**src/rtl/alu_control_mdu.sv**
```systemverilog
// ALU control decode for the MIPS EX stage plus an iterative multiply/divide unit with HI/LO.
// Optional feature macro ALU_CTRL_FAST_MUL_EN: single-edge combinational multiply, divide unchanged.
module alu_control_mdu #(
  parameter int unsigned      WIDTH      = 32,
  parameter logic [WIDTH-1:0] HILO_RESET = '0
) (
  input  logic             clk,
  input  logic             reset,
  input  logic             valid,
  input  logic [1:0]       ALUOp,
  input  logic [5:0]       funct,
  input  logic [WIDTH-1:0] rs_data,
  input  logic [WIDTH-1:0] rt_data,
  output logic [3:0]       ALUControl,
  output logic [WIDTH-1:0] hilo_rdata,
  output logic             stall,
  output logic             busy
);

  localparam int unsigned CW      = $clog2(WIDTH);
  localparam logic [5:0]  F_MULT  = 6'b011000;
  localparam logic [5:0]  F_MULTU = 6'b011001;
  localparam logic [5:0]  F_DIV   = 6'b011010;
  localparam logic [5:0]  F_DIVU  = 6'b011011;
  localparam logic [5:0]  F_MFHI  = 6'b010000;
  localparam logic [5:0]  F_MTHI  = 6'b010001;
  localparam logic [5:0]  F_MFLO  = 6'b010010;
  localparam logic [5:0]  F_MTLO  = 6'b010011;

  typedef enum logic [1:0] {S_IDLE, S_MUL, S_DIV, S_FIX} state_e;

  state_e               state_q;
  logic [CW-1:0]        cnt_q;
  logic [2*WIDTH-1:0]   work_q;
  logic [WIDTH-1:0]     opnd_q;
  logic                 is_div_q;
  logic                 q_neg_q;
  logic                 r_neg_q;
  logic [WIDTH-1:0]     hi_q;
  logic [WIDTH-1:0]     lo_q;

  logic                 rtype_s;
  logic                 mdu_fn_s;
  logic                 signed_op_s;
  logic                 a_neg_s;
  logic                 b_neg_s;
  logic                 start_mul_s;
  logic                 start_div_s;
  logic                 mthi_we_s;
  logic                 mtlo_we_s;
  logic [WIDTH-1:0]     a_abs_s;
  logic [WIDTH-1:0]     b_abs_s;
  logic                 div_ge_s;
  logic [WIDTH-1:0]     div_diff_s;
  logic [2*WIDTH-1:0]   div_next_s;
  logic [WIDTH-1:0]     quot_fix_s;
  logic [WIDTH-1:0]     rem_fix_s;
  logic [2*WIDTH-1:0]   prod_fix_s;

  // ALU control decode from ALUOp and funct
  always_comb begin
    ALUControl = 4'b0000;
    case (ALUOp)
      2'b00: ALUControl = 4'b0010;
      2'b01: ALUControl = 4'b0110;
      2'b10: begin
        case (funct)
          6'b100000, 6'b100001: ALUControl = 4'b0010;
          6'b100010, 6'b100011: ALUControl = 4'b0110;
          6'b100100: ALUControl = 4'b0000;
          6'b100101: ALUControl = 4'b0001;
          6'b100110: ALUControl = 4'b0011;
          6'b100111: ALUControl = 4'b1100;
          6'b101010: ALUControl = 4'b0111;
          6'b101011: ALUControl = 4'b1000;
          6'b000000: ALUControl = 4'b1001;
          6'b000010: ALUControl = 4'b1010;
          6'b000011: ALUControl = 4'b1011;
          default:   ALUControl = 4'b0000;
        endcase
      end
      default: ALUControl = 4'b0000;
    endcase
  end

  assign rtype_s  = (ALUOp == 2'b10);
  assign mdu_fn_s = (funct == F_MULT) || (funct == F_MULTU) || (funct == F_DIV) ||
                    (funct == F_DIVU) || (funct == F_MFHI) || (funct == F_MFLO) ||
                    (funct == F_MTHI) || (funct == F_MTLO);
  assign busy     = (state_q != S_IDLE);
  assign stall    = valid & rtype_s & busy & mdu_fn_s;

  assign start_mul_s = valid & rtype_s & ~busy & ((funct == F_MULT) || (funct == F_MULTU));
  assign start_div_s = valid & rtype_s & ~busy & ((funct == F_DIV) || (funct == F_DIVU));
  assign mthi_we_s   = valid & rtype_s & ~busy & (funct == F_MTHI);
  assign mtlo_we_s   = valid & rtype_s & ~busy & (funct == F_MTLO);

  assign signed_op_s = (funct == F_MULT) || (funct == F_DIV);
  assign a_neg_s     = signed_op_s & rs_data[WIDTH-1];
  assign b_neg_s     = signed_op_s & rt_data[WIDTH-1];
  assign a_abs_s     = a_neg_s ? -rs_data : rs_data;
  assign b_abs_s     = b_neg_s ? -rt_data : rt_data;

  // Restoring divide step: work_q holds {remainder, remaining dividend / quotient bits}
  assign div_ge_s   = {work_q[2*WIDTH-1:WIDTH], work_q[WIDTH-1]} >= {1'b0, opnd_q};
  assign div_diff_s = {work_q[2*WIDTH-2:WIDTH], work_q[WIDTH-1]} - opnd_q;
  assign div_next_s = div_ge_s ? {div_diff_s, work_q[WIDTH-2:0], 1'b1}
                               : {work_q[2*WIDTH-2:0], 1'b0};

`ifdef ALU_CTRL_FAST_MUL_EN
  logic [2*WIDTH-1:0] ext_a_s;
  logic [2*WIDTH-1:0] ext_b_s;
  logic [2*WIDTH-1:0] fast_prod_s;

  assign ext_a_s     = signed_op_s ? {{WIDTH{rs_data[WIDTH-1]}}, rs_data} : {{WIDTH{1'b0}}, rs_data};
  assign ext_b_s     = signed_op_s ? {{WIDTH{rt_data[WIDTH-1]}}, rt_data} : {{WIDTH{1'b0}}, rt_data};
  assign fast_prod_s = ext_a_s * ext_b_s;
`else
  logic [WIDTH:0]     mul_sum_s;
  logic [2*WIDTH-1:0] mul_next_s;

  assign mul_sum_s  = {1'b0, work_q[2*WIDTH-1:WIDTH]} + (work_q[0] ? {1'b0, opnd_q} : {(WIDTH+1){1'b0}});
  assign mul_next_s = {mul_sum_s, work_q[WIDTH-1:1]};
`endif

  // Sign correction of the unsigned magnitude results
  always_comb begin
    if (q_neg_q) begin
      quot_fix_s = -work_q[WIDTH-1:0];
      prod_fix_s = -work_q;
    end else begin
      quot_fix_s = work_q[WIDTH-1:0];
      prod_fix_s = work_q;
    end
    if (r_neg_q) begin
      rem_fix_s = -work_q[2*WIDTH-1:WIDTH];
    end else begin
      rem_fix_s = work_q[2*WIDTH-1:WIDTH];
    end
  end

  // HI/LO read port for mfhi/mflo
  always_comb begin
    if (rtype_s && (funct == F_MFHI)) begin
      hilo_rdata = hi_q;
    end else if (rtype_s && (funct == F_MFLO)) begin
      hilo_rdata = lo_q;
    end else begin
      hilo_rdata = '0;
    end
  end

  // MDU sequencer, operand latches and HI/LO registers
  always_ff @(posedge clk or posedge reset) begin
    if (reset) begin
      state_q  <= S_IDLE;
      cnt_q    <= '0;
      work_q   <= '0;
      opnd_q   <= '0;
      is_div_q <= 1'b0;
      q_neg_q  <= 1'b0;
      r_neg_q  <= 1'b0;
      hi_q     <= HILO_RESET;
      lo_q     <= HILO_RESET;
    end else begin
      case (state_q)
        S_IDLE: begin
          cnt_q <= '0;
          if (start_mul_s) begin
`ifdef ALU_CTRL_FAST_MUL_EN
            {hi_q, lo_q} <= fast_prod_s;
`else
            state_q  <= S_MUL;
            work_q   <= {{WIDTH{1'b0}}, b_abs_s};
            opnd_q   <= a_abs_s;
            is_div_q <= 1'b0;
            q_neg_q  <= a_neg_s ^ b_neg_s;
            r_neg_q  <= 1'b0;
`endif
          end else if (start_div_s) begin
            state_q  <= S_DIV;
            work_q   <= {{WIDTH{1'b0}}, a_abs_s};
            opnd_q   <= b_abs_s;
            is_div_q <= 1'b1;
            // A zero divisor leaves the all-ones quotient uncorrected
            q_neg_q  <= (a_neg_s ^ b_neg_s) & (rt_data != '0);
            r_neg_q  <= a_neg_s;
          end else if (mthi_we_s) begin
            hi_q <= rs_data;
          end else if (mtlo_we_s) begin
            lo_q <= rs_data;
          end
        end
`ifndef ALU_CTRL_FAST_MUL_EN
        S_MUL: begin
          work_q <= mul_next_s;
          cnt_q  <= cnt_q + CW'(1);
          if (cnt_q == CW'(WIDTH - 1)) begin
            state_q <= S_FIX;
          end
        end
`endif
        S_DIV: begin
          work_q <= div_next_s;
          cnt_q  <= cnt_q + CW'(1);
          if (cnt_q == CW'(WIDTH - 1)) begin
            state_q <= S_FIX;
          end
        end
        S_FIX: begin
          cnt_q   <= '0;
          state_q <= S_IDLE;
          if (is_div_q) begin
            lo_q <= quot_fix_s;
            hi_q <= rem_fix_s;
          end else begin
            {hi_q, lo_q} <= prod_fix_s;
          end
        end
        default: begin
          state_q <= S_IDLE;
          cnt_q   <= '0;
        end
      endcase
    end
  end

endmodule

```
**config.mk**
```make
export PLATFORM = sky130hd
export DESIGN_NAME = alu_control_mdu
export DESIGN_NICKNAME = d
export VERILOG_FILES = /design/src/rtl/alu_control_mdu.sv
export SDC_FILE = /design/constraint.sdc
export NUM_CORES = 1
export LEC_CHECK = 0
export ABC_AREA = 1
export BUFFER_PORTS_ARGS = -buffer_cell sky130_fd_sc_hd__clkbuf_2
export CORE_ASPECT_RATIO = 1.2
export CORE_MARGIN = 2
export CORE_UTILIZATION = 25
export CTS_BUF_LIST = sky130_fd_sc_hd__clkbuf_4 sky130_fd_sc_hd__clkbuf_8
export DETAILED_ROUTE_END_ITERATION = 6
export PLACE_DENSITY_LB_ADDON = 0.12
export SLEW_MARGIN = 25
export SYNTH_ARGS = -nofsm -noshare
export SYNTH_HDL_FRONTEND = slang
export SYNTH_SLANG_ARGS = --single-unit
```
**constraint.sdc**
```tcl
create_clock -name clk -period 14 [get_ports clk]
set_clock_uncertainty 0.15 [all_clocks]
set_input_delay 0.7 -clock clk [delete_from_list [all_inputs] [get_ports clk]]
set_output_delay 0.7 -clock clk [all_outputs]
set_load 0.01 [all_outputs]
```
* After elaboration in Yosys (flattened, before gate mapping) *
Memories as Yosys holds them, arrays and structs flattened.
Index checks and enable logic that the tools add are counted.
W data, S select, Z words.

operators by class
  bitwise operators = 13
  reductions and logical operators = 25
  eq/ne operators = 21
  $add $sub $neg = 8
  magnitude comparators = 1
  muxes and demuxes = 37

operators by type and width
  kind                   number
  $mux W32               18
  $mux W64               4
  $pmux W64 S3           1
  $neg A32 Y32           4
  $pmux W32 S2           2
  $neg A64 Y64           1
  $eq A6 B5 Y1 const B   8
  $add A32 B32 Y33       1
  $ge A33 B32 Y1         1
  $reduce_bool A32 Y1    1
  $sub A32 B32 Y32       1
  $pmux W4 S3            1
  $and A1 B1 Y1          11
  $ne A2 B2 Y1 const B   5
  $pmux W5 S2            1
  $logic_or A1 B1 Y1     9
  $eq A2 B2 Y1 const B   3
  $mux W1                6
  $mux W2                3
  $pmux W2 S3            1
  $reduce_and A2 Y1      3
  $reduce_bool A2 Y1     3
  $add A5 B1 Y5 const B  1
  $eq A5 B5 Y1 const B   1
  other kinds (11)       15

word-level totals
  bits of input ports = 75
  ROM bits = 256
  memories kept = 1
  bits in registers = 170
  logic and storage cells = 115
  output and inout port bits = 38

memory list
  memory            depth  width  read ports  clocked after Yosys merged registers in  wr ports  line  source
  (name not given)  64     4      1           0                                        0         67    case (funct)

* Longest topological paths before layout *
Gate-level depths: netlist of the first run.

  depth after elaboration = 9
  depth in mapped cells = 20
  mapped depth without buffers = 18

* Least setup slack after synthesis of the first run *
OpenSTA, ideal clock, no wires.

  path type = input to output
  from = input funct[2]
  to = output hilo_rdata[0]
  setup slack = 11.174 ns
  arrival time = 1.976 ns
  required time = 13.150 ns
  stages on the path = 7
  buffers on the path = 2
  path through = clkbuf_2 nor2_2 nand3_1 nor2_1 clkbuf_1 nand2_1 nand2_1

between the ends
  longest elaborated chain between the ends = 4
  elaborated cells on any way between the ends = 6
  classes of those cells = eq/ne (2); mux (2); reduce/logical (2)

ends and longest elaborated chain
  what                 line  source
  from (decl)          11    input logic [5:0] funct,
  $eq A6 B5 Y1         146   end else if (rtype_s && (funct == F_MFLO)) begin
  $logic_and A1 B1 Y1  146
  $mux W32             146
  $mux W32 (*)         144   if (rtype_s && (funct == F_MFHI)) begin
  to (decl)            15    output logic [WIDTH-1:0] hilo_rdata,

Mark *: on every way between the ends. The rest lies on a longest branch, timed or not.

* Final worst setup path of the first run *
  from = register work_q[54]
  to = register work_q[59]

between the ends
  longest elaborated chain between the ends = 3
  elaborated cells on any way between the ends = 5
  classes of those cells = add/sub (2); order compare (1); mux (2)

ends and longest elaborated chain
  what                                                line      source
  from (decl)                                         34        logic [2*WIDTH-1:0] work_q;
  from (signal assigned)                              174       work_q <= {{WIDTH{1'b0}}, b_abs_s};
  from (signal assigned)                              182       work_q <= {{WIDTH{1'b0}}, a_abs_s};
  from (signal assigned)                              196       work_q <= mul_next_s;
  $sub A32 B32 Y32 or $ge A33 B32 Y1 (tied branches)  106, 105
  $mux W64                                            107       assign div_next_s = div_ge_s ? {div_diff_s, work_q[WIDTH-2:0], 1'b1}
  $pmux W64 S3 (*)                                    166       case (state_q)

Marked as above.
A chain may end at the register's enable or synchronous reset.

==> reports/summary.log, run 1 <==
INFO  run_status     run_status=finished, final reports clean
INFO  timing         timing.final.crit_period=4.04ns
INFO  floorplan      io_pins=113
INFO  timing         final-setup-viol-count=0
INFO  logic_synthesis synth-warning-count=0
INFO  global_route   remaining_global_route_overflow=0
INFO  detailed_routing topRoutingLayerUsed=met4
INFO  logic_synthesis post_synth_num_cell_types=52
INFO  timing         setup_ws=9.96ns
INFO  detailed_routing final_antenna_net_count=0
INFO  final_layout   relative_area_change_from_synthesis_to_final_layout=10.3%
INFO  critical_path  crit_required=14.34ns
INFO  timing         report.final.hold_viol_count=0
INFO  job            maxCapViolations=0
INFO  clocking       numCtsBuffers=17
INFO  timing         timing.final.max_slew_violations=0
INFO  critical_path  crit_path_end_kind=flip-flop
INFO  logic_synthesis synth-seq-cells=170
INFO  floorplan      initial_core_utilization=25.2%
INFO  worst_hold_path timing.hold.worst.class=input pin to asynchronous set/reset pin
INFO  floorplan      core-area=74900um2
INFO  detailed_routing vias_per_cell=5.11
INFO  global_route   antenna_found_initial=1
INFO  timing         max_freq=247MHz
INFO  global_route   grt_usage=26.8%
INFO  logic_synthesis yosys.cell_count.top_type=sky130_fd_sc_hd__nand2_1
INFO  logic_synthesis synth_edf_count=0
INFO  pwr            ir_worst_vdd=0.113mV
INFO  clocking       cts_root_buf=sky130_fd_sc_hd__clkbuf_8
INFO  global_route   first_global_vias=21.9k
INFO  placed_design  placement.setup.worst_slack=10.03ns
INFO  clocking       holdBufCountCts=0
INFO  floorplan      die_h=305um
INFO  placed_design  dp_hpwl=85200um
INFO  critical_path  critical_path.max_fanout=33
INFO  clocking       worst_skew_pair.late_latency=0.58ns
INFO  logic_synthesis post_synthesis_cell_type_with_the_largest_combined_area=sky130_fd_sc_hd__dfrtp_1
INFO  placed_design  io_buffers=112
INFO  logic_synthesis syn_avg_cell_area=5.66um2
INFO  clocking       total_clock_sinks=170
INFO  logic_synthesis netlist_top_cells_count=sky130_fd_sc_hd__nand2_1 (1077), sky130_fd_sc_hd__nor2_1 (418), sky130_fd_sc_hd__inv_1 (409), sky130_fd_sc_hd__nand3_1 (397), sky130_fd_sc_hd__a21oi_1 (197)
INFO  global_route   grt_first_pass_wirelength=151000um
INFO  floorplan      placement_rows=110
INFO  logic_synthesis synth-async-reset-ratio=100%
INFO  detailed_routing drc=0
INFO  placed_design  routabilityCongestion=1.01
INFO  timing         grt_setup_unrepaired=no
INFO  logic_synthesis synthesis.area=18900um2
INFO  logic_synthesis ys.flop_type=sky130_fd_sc_hd__dfrtp_1
INFO  global_route   maximum_number_of_pins_on_one_net_before_global_route_repair=107
INFO  pwr            fin_total_pwr=3.98mW
INFO  timing         timing.final.crit_share=28.9%
INFO  clocking       cts_tree=yes
INFO  detailed_routing wl_met1=42700um
INFO  detailed_routing aggregate_routed_wire_length=104000um
INFO  final_layout   nNetsFinal=3523
INFO  logic_synthesis dominant_cells_by_area_after_synthesis=sky130_fd_sc_hd__dfrtp_1 (23%), sky130_fd_sc_hd__nand2_1 (21%), sky130_fd_sc_hd__nand3_1 (11%)
INFO  logic_synthesis postSynthNetCount=3487
INFO  detailed_routing vias=22.4k
INFO  critical_path  start_kind=flip-flop
INFO  timing         max_slew.worst_pin.slew=0.947ns
INFO  floorplan      die-area=77700um2
INFO  detailed_routing routed-wl-met2=49700um
INFO  logic_synthesis synth_cells=3331
INFO  detailed_routing met3RoutedLength=4540um
INFO  clocking       ctsHtreeMaxLevel=4
INFO  clocking       cts.clk_slew.worst_paths=0.13ns
INFO  logic_synthesis synth_seq_area_share=22.5%
INFO  clocking       cts_max_path_buffers=2
INFO  logic_synthesis synth_top_cell_area_share=22.5%
INFO  clocking       number_of_buffers_inserted_to_repair_setup_after_cts=0
INFO  critical_path  cp_data_arrival_time=4.38ns
INFO  floorplan      chipWidth=255um
INFO  timing         relSlewSlack=36.8%
INFO  detailed_routing wl_per_cell=23.8um
INFO  pwr            pwr_density_cell=191nW/um2
INFO  final_layout   drive_above_1_share=6.24%
INFO  pwr            power.leakage=10.6nW
INFO  critical_path  critPathKind=flip-flop to flip-flop
INFO  detailed_routing drt_pre_antenna_iters=6
INFO  timing         tns=0ns
INFO  clocking       post_cts_resized=0
INFO  detailed_routing drtIter0Drc=2119
[cell type report]
cell class,instances,area [um2]
multi-input combinational,2618,12500
antenna,2,5.00
timing repair buffer,134,726
fill,8870,54100
tap,1008,1260
clock buffer,17,234
sequential,170,4250
inverter,426,1610
clock inverter,15,210
[per-stage QoR]
| step | hold slack [ns] | cell area [um2] | cells | utilization [%] |
|---|---|---|---|---|
| after floorplan | 0.283 | 18900 | 3331 | - |
| after global placement | 0.320 | 20400 | 4356 | 27.2 |
| after detailed placement | 0.323 | 20400 | 4356 | 27.2 |
| after CTS | 0.142 | 20800 | 4388 | 27.8 |
| after global routing | 0.183 | 20800 | 4389 | 27.8 |
| final | 0.133 | 20800 | 4390 | 27.8 |
[per-layer routing]
| layer | GRT usage (%) | up-vias |
|---|---|---|
| met4 | 16.8 | 0 |
| met1 | 32.8 | 10600 |
| met2 | 44.9 | 755 |
| li1 | - | 10800 |
| met3 | 2.58 | 187 |
| met5 | 0 | - |
[critical path: stages (launching register included)]
cell,delay (ns)
sky130_fd_sc_hd__dfrtp_1,0.72
sky130_fd_sc_hd__ha_1,0.44
sky130_fd_sc_hd__nand2_1,0.17
sky130_fd_sc_hd__inv_1,0.05
sky130_fd_sc_hd__a21oi_1,0.25
sky130_fd_sc_hd__nand2_1,0.14
sky130_fd_sc_hd__nand2_1,0.09
sky130_fd_sc_hd__nand2_1,0.10
sky130_fd_sc_hd__nor2_2,0.09
sky130_fd_sc_hd__buf_4,0.34
sky130_fd_sc_hd__nand2_2,0.54
sky130_fd_sc_hd__nand2_1,0.51
sky130_fd_sc_hd__nand2_1,0.09
sky130_fd_sc_hd__nand2_1,0.08
sky130_fd_sc_hd__nand2_1,0.05
sky130_fd_sc_hd__nand2_1,0.05
sky130_fd_sc_hd__nand2_1,0.05
[sequential cells by signal (all words and copies together) (netlist names)]
name and cells:
is_div_q 1, r_neg_q 1, state_q 2, hi_q 32, cnt_q 5, lo_q 32
q_neg_q 1, work_q 64, opnd_q 32
[report_power, final]
group	switching (mW)	total, mW	internal, mW
clock network	0.263	0.420	0.157
registers	0.246	0.925	0.679
logic	1.92	2.64	0.719
total	2.43	3.98	1.56
[logic make-up (layout without fill, tap and decap cells)]
group                      Yosys count  count (layout)  synth area share [%]
DFF                                170             170                  22.5
AOI/OAI and AO/OA                  473             473                  14.1
xor gates and xnor gates            47              47                  2.18
muxes                                1               1                0.0531
adders and majority gates           81              81                  5.45
and+or+nand+nor                   2016            2016                  44.4
buffers and inverters              543             592                  11.2
other                                0               2                     0
[path summary, 6_finish.rpt]
path	slack [ns]	startpoint	depth (start not counted)	end
min in group clk	0.32	rs_data[31]	3	opnd_q[31]
worst max register to register	9.96	work_q[54]	16	work_q[59]
worst min register to register	0.34	cnt_q[0]	1	cnt_q[0]
worst max-delay path	9.96	work_q[54]	16	work_q[59]
max in group asynchronous	12.07	reset	3	work_q[19]
worst min-delay path	0.13	reset	2	work_q[58]
[cell usage in the layout (no fill, tap or decap), types with 5 or more instances in the layout]
cell type	n
sky130_fd_sc_hd__nor3_1	29
sky130_fd_sc_hd__clkinv_8	5
sky130_fd_sc_hd__o21ai_1	8
sky130_fd_sc_hd__nand3_1	397
sky130_fd_sc_hd__inv_2	13
sky130_fd_sc_hd__inv_1	408
sky130_fd_sc_hd__dfrtp_1	170
sky130_fd_sc_hd__xnor2_1	12
sky130_fd_sc_hd__nor2_1	415
sky130_fd_sc_hd__buf_4	22
sky130_fd_sc_hd__o22ai_1	24
sky130_fd_sc_hd__clkbuf_2	112
sky130_fd_sc_hd__and2_1	8
sky130_fd_sc_hd__o221ai_1	7
sky130_fd_sc_hd__xor2_1	35
sky130_fd_sc_hd__nand3b_1	11
sky130_fd_sc_hd__clkbuf_8	17
sky130_fd_sc_hd__nand4_1	44
sky130_fd_sc_hd__a21oi_1	196
sky130_fd_sc_hd__a31oi_1	24
sky130_fd_sc_hd__nand2_1	1077
sky130_fd_sc_hd__ha_1	78
sky130_fd_sc_hd__o211ai_1	41
sky130_fd_sc_hd__nor2_2	9
sky130_fd_sc_hd__o21ai_0	142
sky130_fd_sc_hd__a22oi_1	9
sky130_fd_sc_hd__inv_8	6
sky130_fd_sc_hd__or2_2	10
Power figures use the tool's default switching activity.
==> run 2: changes to the inputs <==
==> constraint.sdc (replaced) <==
create_clock -name clk -period 3.6 [get_ports clk]
set_clock_uncertainty 0.15 [all_clocks]
set_input_delay 0.18 -clock clk [delete_from_list [all_inputs] [get_ports clk]]
set_output_delay 0.18 -clock clk [all_outputs]
set_load 0.01 [all_outputs]
==> run 2 against run 1 <==
Net effect:
- the run now ends with design-rule violations left
- die area stayed put
- cell area increased by 5.3%
- non-clock buffer count up 121
- flip-flop and latch count stayed put
- register-to-register slack got worse by 9.8 ns
- clock power grew to 3.8 times the previous value
- first-iteration DRC count decreased by 7.6%
- clock-buffer cell count unchanged
- sequential share of layout area down 1.0 points
- global-route usage up 0.40 points
- worst hold slack lost 0.070 ns
- combinational power rose to 4.1 times the previous value
- highest routed layer is now met5
==> reports/summary.log, run 2 (synthesized netlist as in run 1, its figures left out) <==
INFO  final_layout   layout.core_utilization=29.3% [+1.5 points]
INFO  final_layout   final_design_area_no_fill=21900um2 [+5.3%]
INFO  critical_path  critical_path.max_fanout=5 [-85%]
INFO  final_layout   stdcell_count=4510 [+2.7%]
INFO  run_status     violations=design-rule violations
INFO  detailed_routing aggregate_routed_wire_length=106000um [+1.8%]
INFO  global_route   first_global_vias=21.9k [-0.17%]
INFO  clocking       worst_skew_pair.late_latency=0.59ns [about the same]
INFO  job            maxCapViolations=0 [unchanged]
INFO  floorplan      placement_rows=110 [unchanged]
INFO  critical_path  crit_required=3.96ns [-10.38 ns]
INFO  timing         grt_setup_unrepaired=no
INFO  placed_design  placement.setup.worst_slack=0.324ns [-9.71 ns]
INFO  floorplan      initial_core_utilization=25.2% [unchanged]
INFO  detailed_routing vias_per_cell=5.10 [-0.26%]
INFO  pwr            combinationalPowerShare=68.3% [+2.0 points]
INFO  worst_hold_path timing.hold.worst.class=input pin to flip-flop
INFO  pwr            ir_worst_vdd=0.322mV [+180%]
INFO  detailed_routing final_antenna_net_count=0 [unchanged]
INFO  critical_path  crit_path_end_kind=flip-flop
INFO  clocking       cts_max_path_buffers=2 [unchanged]
INFO  critical_path  number_of_buffers_and_inverters_on_the_critical_path=6 [+4]
INFO  placed_design  placed_area=20900um2 [+2.5%]
INFO  pwr            power_frac_seq=21.7% [-1.5 points]
INFO  clocking       number_of_buffers_inserted_to_repair_setup_after_cts=0 [unchanged]
INFO  final_layout   relative_area_change_from_synthesis_to_final_layout=16.2%
INFO  global_route   grt_usage=27.2% [+0.40 points]
INFO  timing         final-setup-viol-count=0 [unchanged]
INFO  clocking       ctsHtreeMaxLevel=4 [unchanged]
INFO  critical_path  path_delay_family=buffers and inverters
INFO  timing         timing.final.crit_period=3.43ns
INFO  timing         max_freq=291MHz
INFO  critical_path  critPathKind=input pin to flip-flop
INFO  pwr            power_switching=9.45mW [+290%]
INFO  pwr            power.share.clock=10.0% [-0.5 points]
INFO  floorplan      die_h=305um [unchanged]
INFO  final_layout   nNetsFinal=3644 [+3.4%]
INFO  floorplan      die-area=77700um2 [unchanged]
INFO  critical_path  path_common_cell=sky130_fd_sc_hd__dlygate4sd3_1
INFO  detailed_routing drt_pre_antenna_iters=7 [+1]
INFO  timing         report.final.hold_viol_count=0 [unchanged]
INFO  detailed_routing wl_per_cell=23.6um [-0.93%]
INFO  timing         tns=0ns [unchanged]
INFO  detailed_routing drc=1 [+1]
INFO  clocking       total_clock_sinks=170 [unchanged]
INFO  timing         timing.final.max_slew_violations=0 [unchanged]
INFO  placed_design  routabilityCongestion=0.980 [-2.6%]
INFO  floorplan      io_pins=113 [unchanged]
INFO  global_route   maximum_number_of_pins_on_one_net_before_global_route_repair=87 [-19%]
INFO  pwr            power.share.switching=60.0% [-0.98 points]
INFO  clocking       cts.clk_slew.worst_paths=0.10ns [-0.03 ns]
INFO  placed_design  io_buffers=112 [unchanged]
INFO  placed_design  dp_hpwl=87600um [+2.9%]
INFO  final_layout   largest_register=work_q
INFO  final_layout   drive_above_1_share=7.63% [+1.4 points]
INFO  run_status     run_status=finished, violations left
INFO  critical_path  worst_path_largest_cell_delay=0.57ns [-0.15 ns]
INFO  placed_design  placedCellCount=4413 [+1.3%]
INFO  critical_path  critPathSlowestCell=sky130_fd_sc_hd__dlygate4sd3_1
INFO  pwr            pwr_density_cell=719nW/um2 [+280%]
INFO  final_layout   layout.cells.most_common=sky130_fd_sc_hd__nand2_1
INFO  final_layout   mostFrequentLayoutCells=sky130_fd_sc_hd__nand2_1 (1077), sky130_fd_sc_hd__nor2_1 (415), sky130_fd_sc_hd__inv_1 (408)
INFO  floorplan      chipWidth=255um [unchanged]
INFO  clocking       cts_tree=yes
INFO  global_route   antenna_found_initial=3 [+2]
INFO  timing         setup_ws=0.167ns [-9.79 ns]
INFO  detailed_routing vias=23.0k [+2.5%]
INFO  global_route   grt_first_pass_wirelength=153000um [+1.2%]
INFO  critical_path  crit_path_cell_trace=dlygate4sd3_1 -> clkbuf_2 -> inv_1 -> nand4_1 -> nor2_1 -> nand4_1 -> nand2_1 -> nand3_1 -> dlygate4sd3_1 -> nand2_1 -> dlygate4sd3_1 -> nand2_1 -> o211ai_1 -> dlygate4sd3_1
INFO  final_layout   largest_reg_flops=64 [unchanged]
INFO  pwr            power.internal=6.31mW [+310%]
INFO  detailed_routing drtIter0Drc=1957 [-7.6%]
INFO  floorplan      core-area=74900um2 [unchanged]
INFO  timing         timing.final.crit_share=95.4%
INFO  pwr            power.leakage=11.1nW [+5.2%]
INFO  critical_path  start_kind=input pin
INFO  critical_path  cp_data_arrival_time=3.80ns [-0.58 ns]
INFO  clocking       numCtsBuffers=17 [unchanged]
INFO  timing         relSlewSlack=40.9% [+4.0 points]
INFO  timing         max_slew.worst_pin.slew=0.886ns [-0.0618 ns]
INFO  clocking       cts_root_buf=sky130_fd_sc_hd__clkbuf_8
INFO  global_route   remaining_global_route_overflow=0 [unchanged]
run 2: worst paths after layout:
check / start / end / slack, ns / depth (start not counted)
setup / recovery: rt_data[0] / opnd_q[29] / 0.17 / 14
hold / removal: rs_data[22] / opnd_q[22] / 0.06 / 5
setup reg to reg: state_q[0] / work_q[0] / 0.19 / 9
hold reg to reg: cnt_q[0] / cnt_q[0] / 0.34 / 1
max in group asynchronous: reset / opnd_q[18] / 2.60 / 4
min in group asynchronous: reset / work_q[53] / 0.13 / 4
run 2: through the flow:
step | power [mW] | hold slack [ns]
final | 15.8 | 0.0633
after detailed placement | 14.0 | 0.264
after floorplan | 9.72 | 0.177
after global placement | 14.1 | 0.287
after global routing | 16.9 | 0.0473
after CTS | 15.7 | 0.00332
run 2: cell type report:
type	count	area, um2
Clock inverter	14	173
Clock buffer	17	234
Tap cell	1008	1260
Multi-Input combinational cell	2618	12500
Antenna cell	2	5.00
Inverter	426	1610
Timing Repair Buffer	255	1870
Fill cell	8777	53000
Sequential cell	170	4250
run 2: repair_timing:
action,4_1_cts,5_1_grt
hold buffers,64,0
hold endpoints to repair,225,0
resized for setup,0,4
endpoints found under the setup margin,0,17
run 2: routing by layer:
| metal | vias up | GRT usage [%] | part of all wire (%) |
|---|---|---|---|
| li1 | 11100 | - | - |
| met1 | 11000 | 33.4 | 41 |
| met2 | 725 | 46.8 | 49 |
| met3 | 149 | 2.50 | 3.9 |
| met4 | 4 | 14.5 | 5.9 |
| met5 | - | 0 | 0.022 |
run 2: power groups by stage:
stage,Sequential [mW],Clock [mW],Combinational (mW)
finish,3.42,1.58,10.8
detailed placement,3.45,0,10.5
global route,3.49,1.67,11.7
global placement,3.46,0,10.7
CTS,3.41,1.61,10.6
floorplan,3.14,0,6.58
run 2: worst register-to-register path, delay by kind of cell, from the launching register on:
| family | cells | cell delay [ns] |
|---|---|---|
| fa+ha+maj | 1 | 0.30 |
| simple gates | 2 | 0.44 |
| flops | 1 | 0.43 |
| compound gates | 2 | 0.63 |
| buf+inv | 4 | 1.33 |
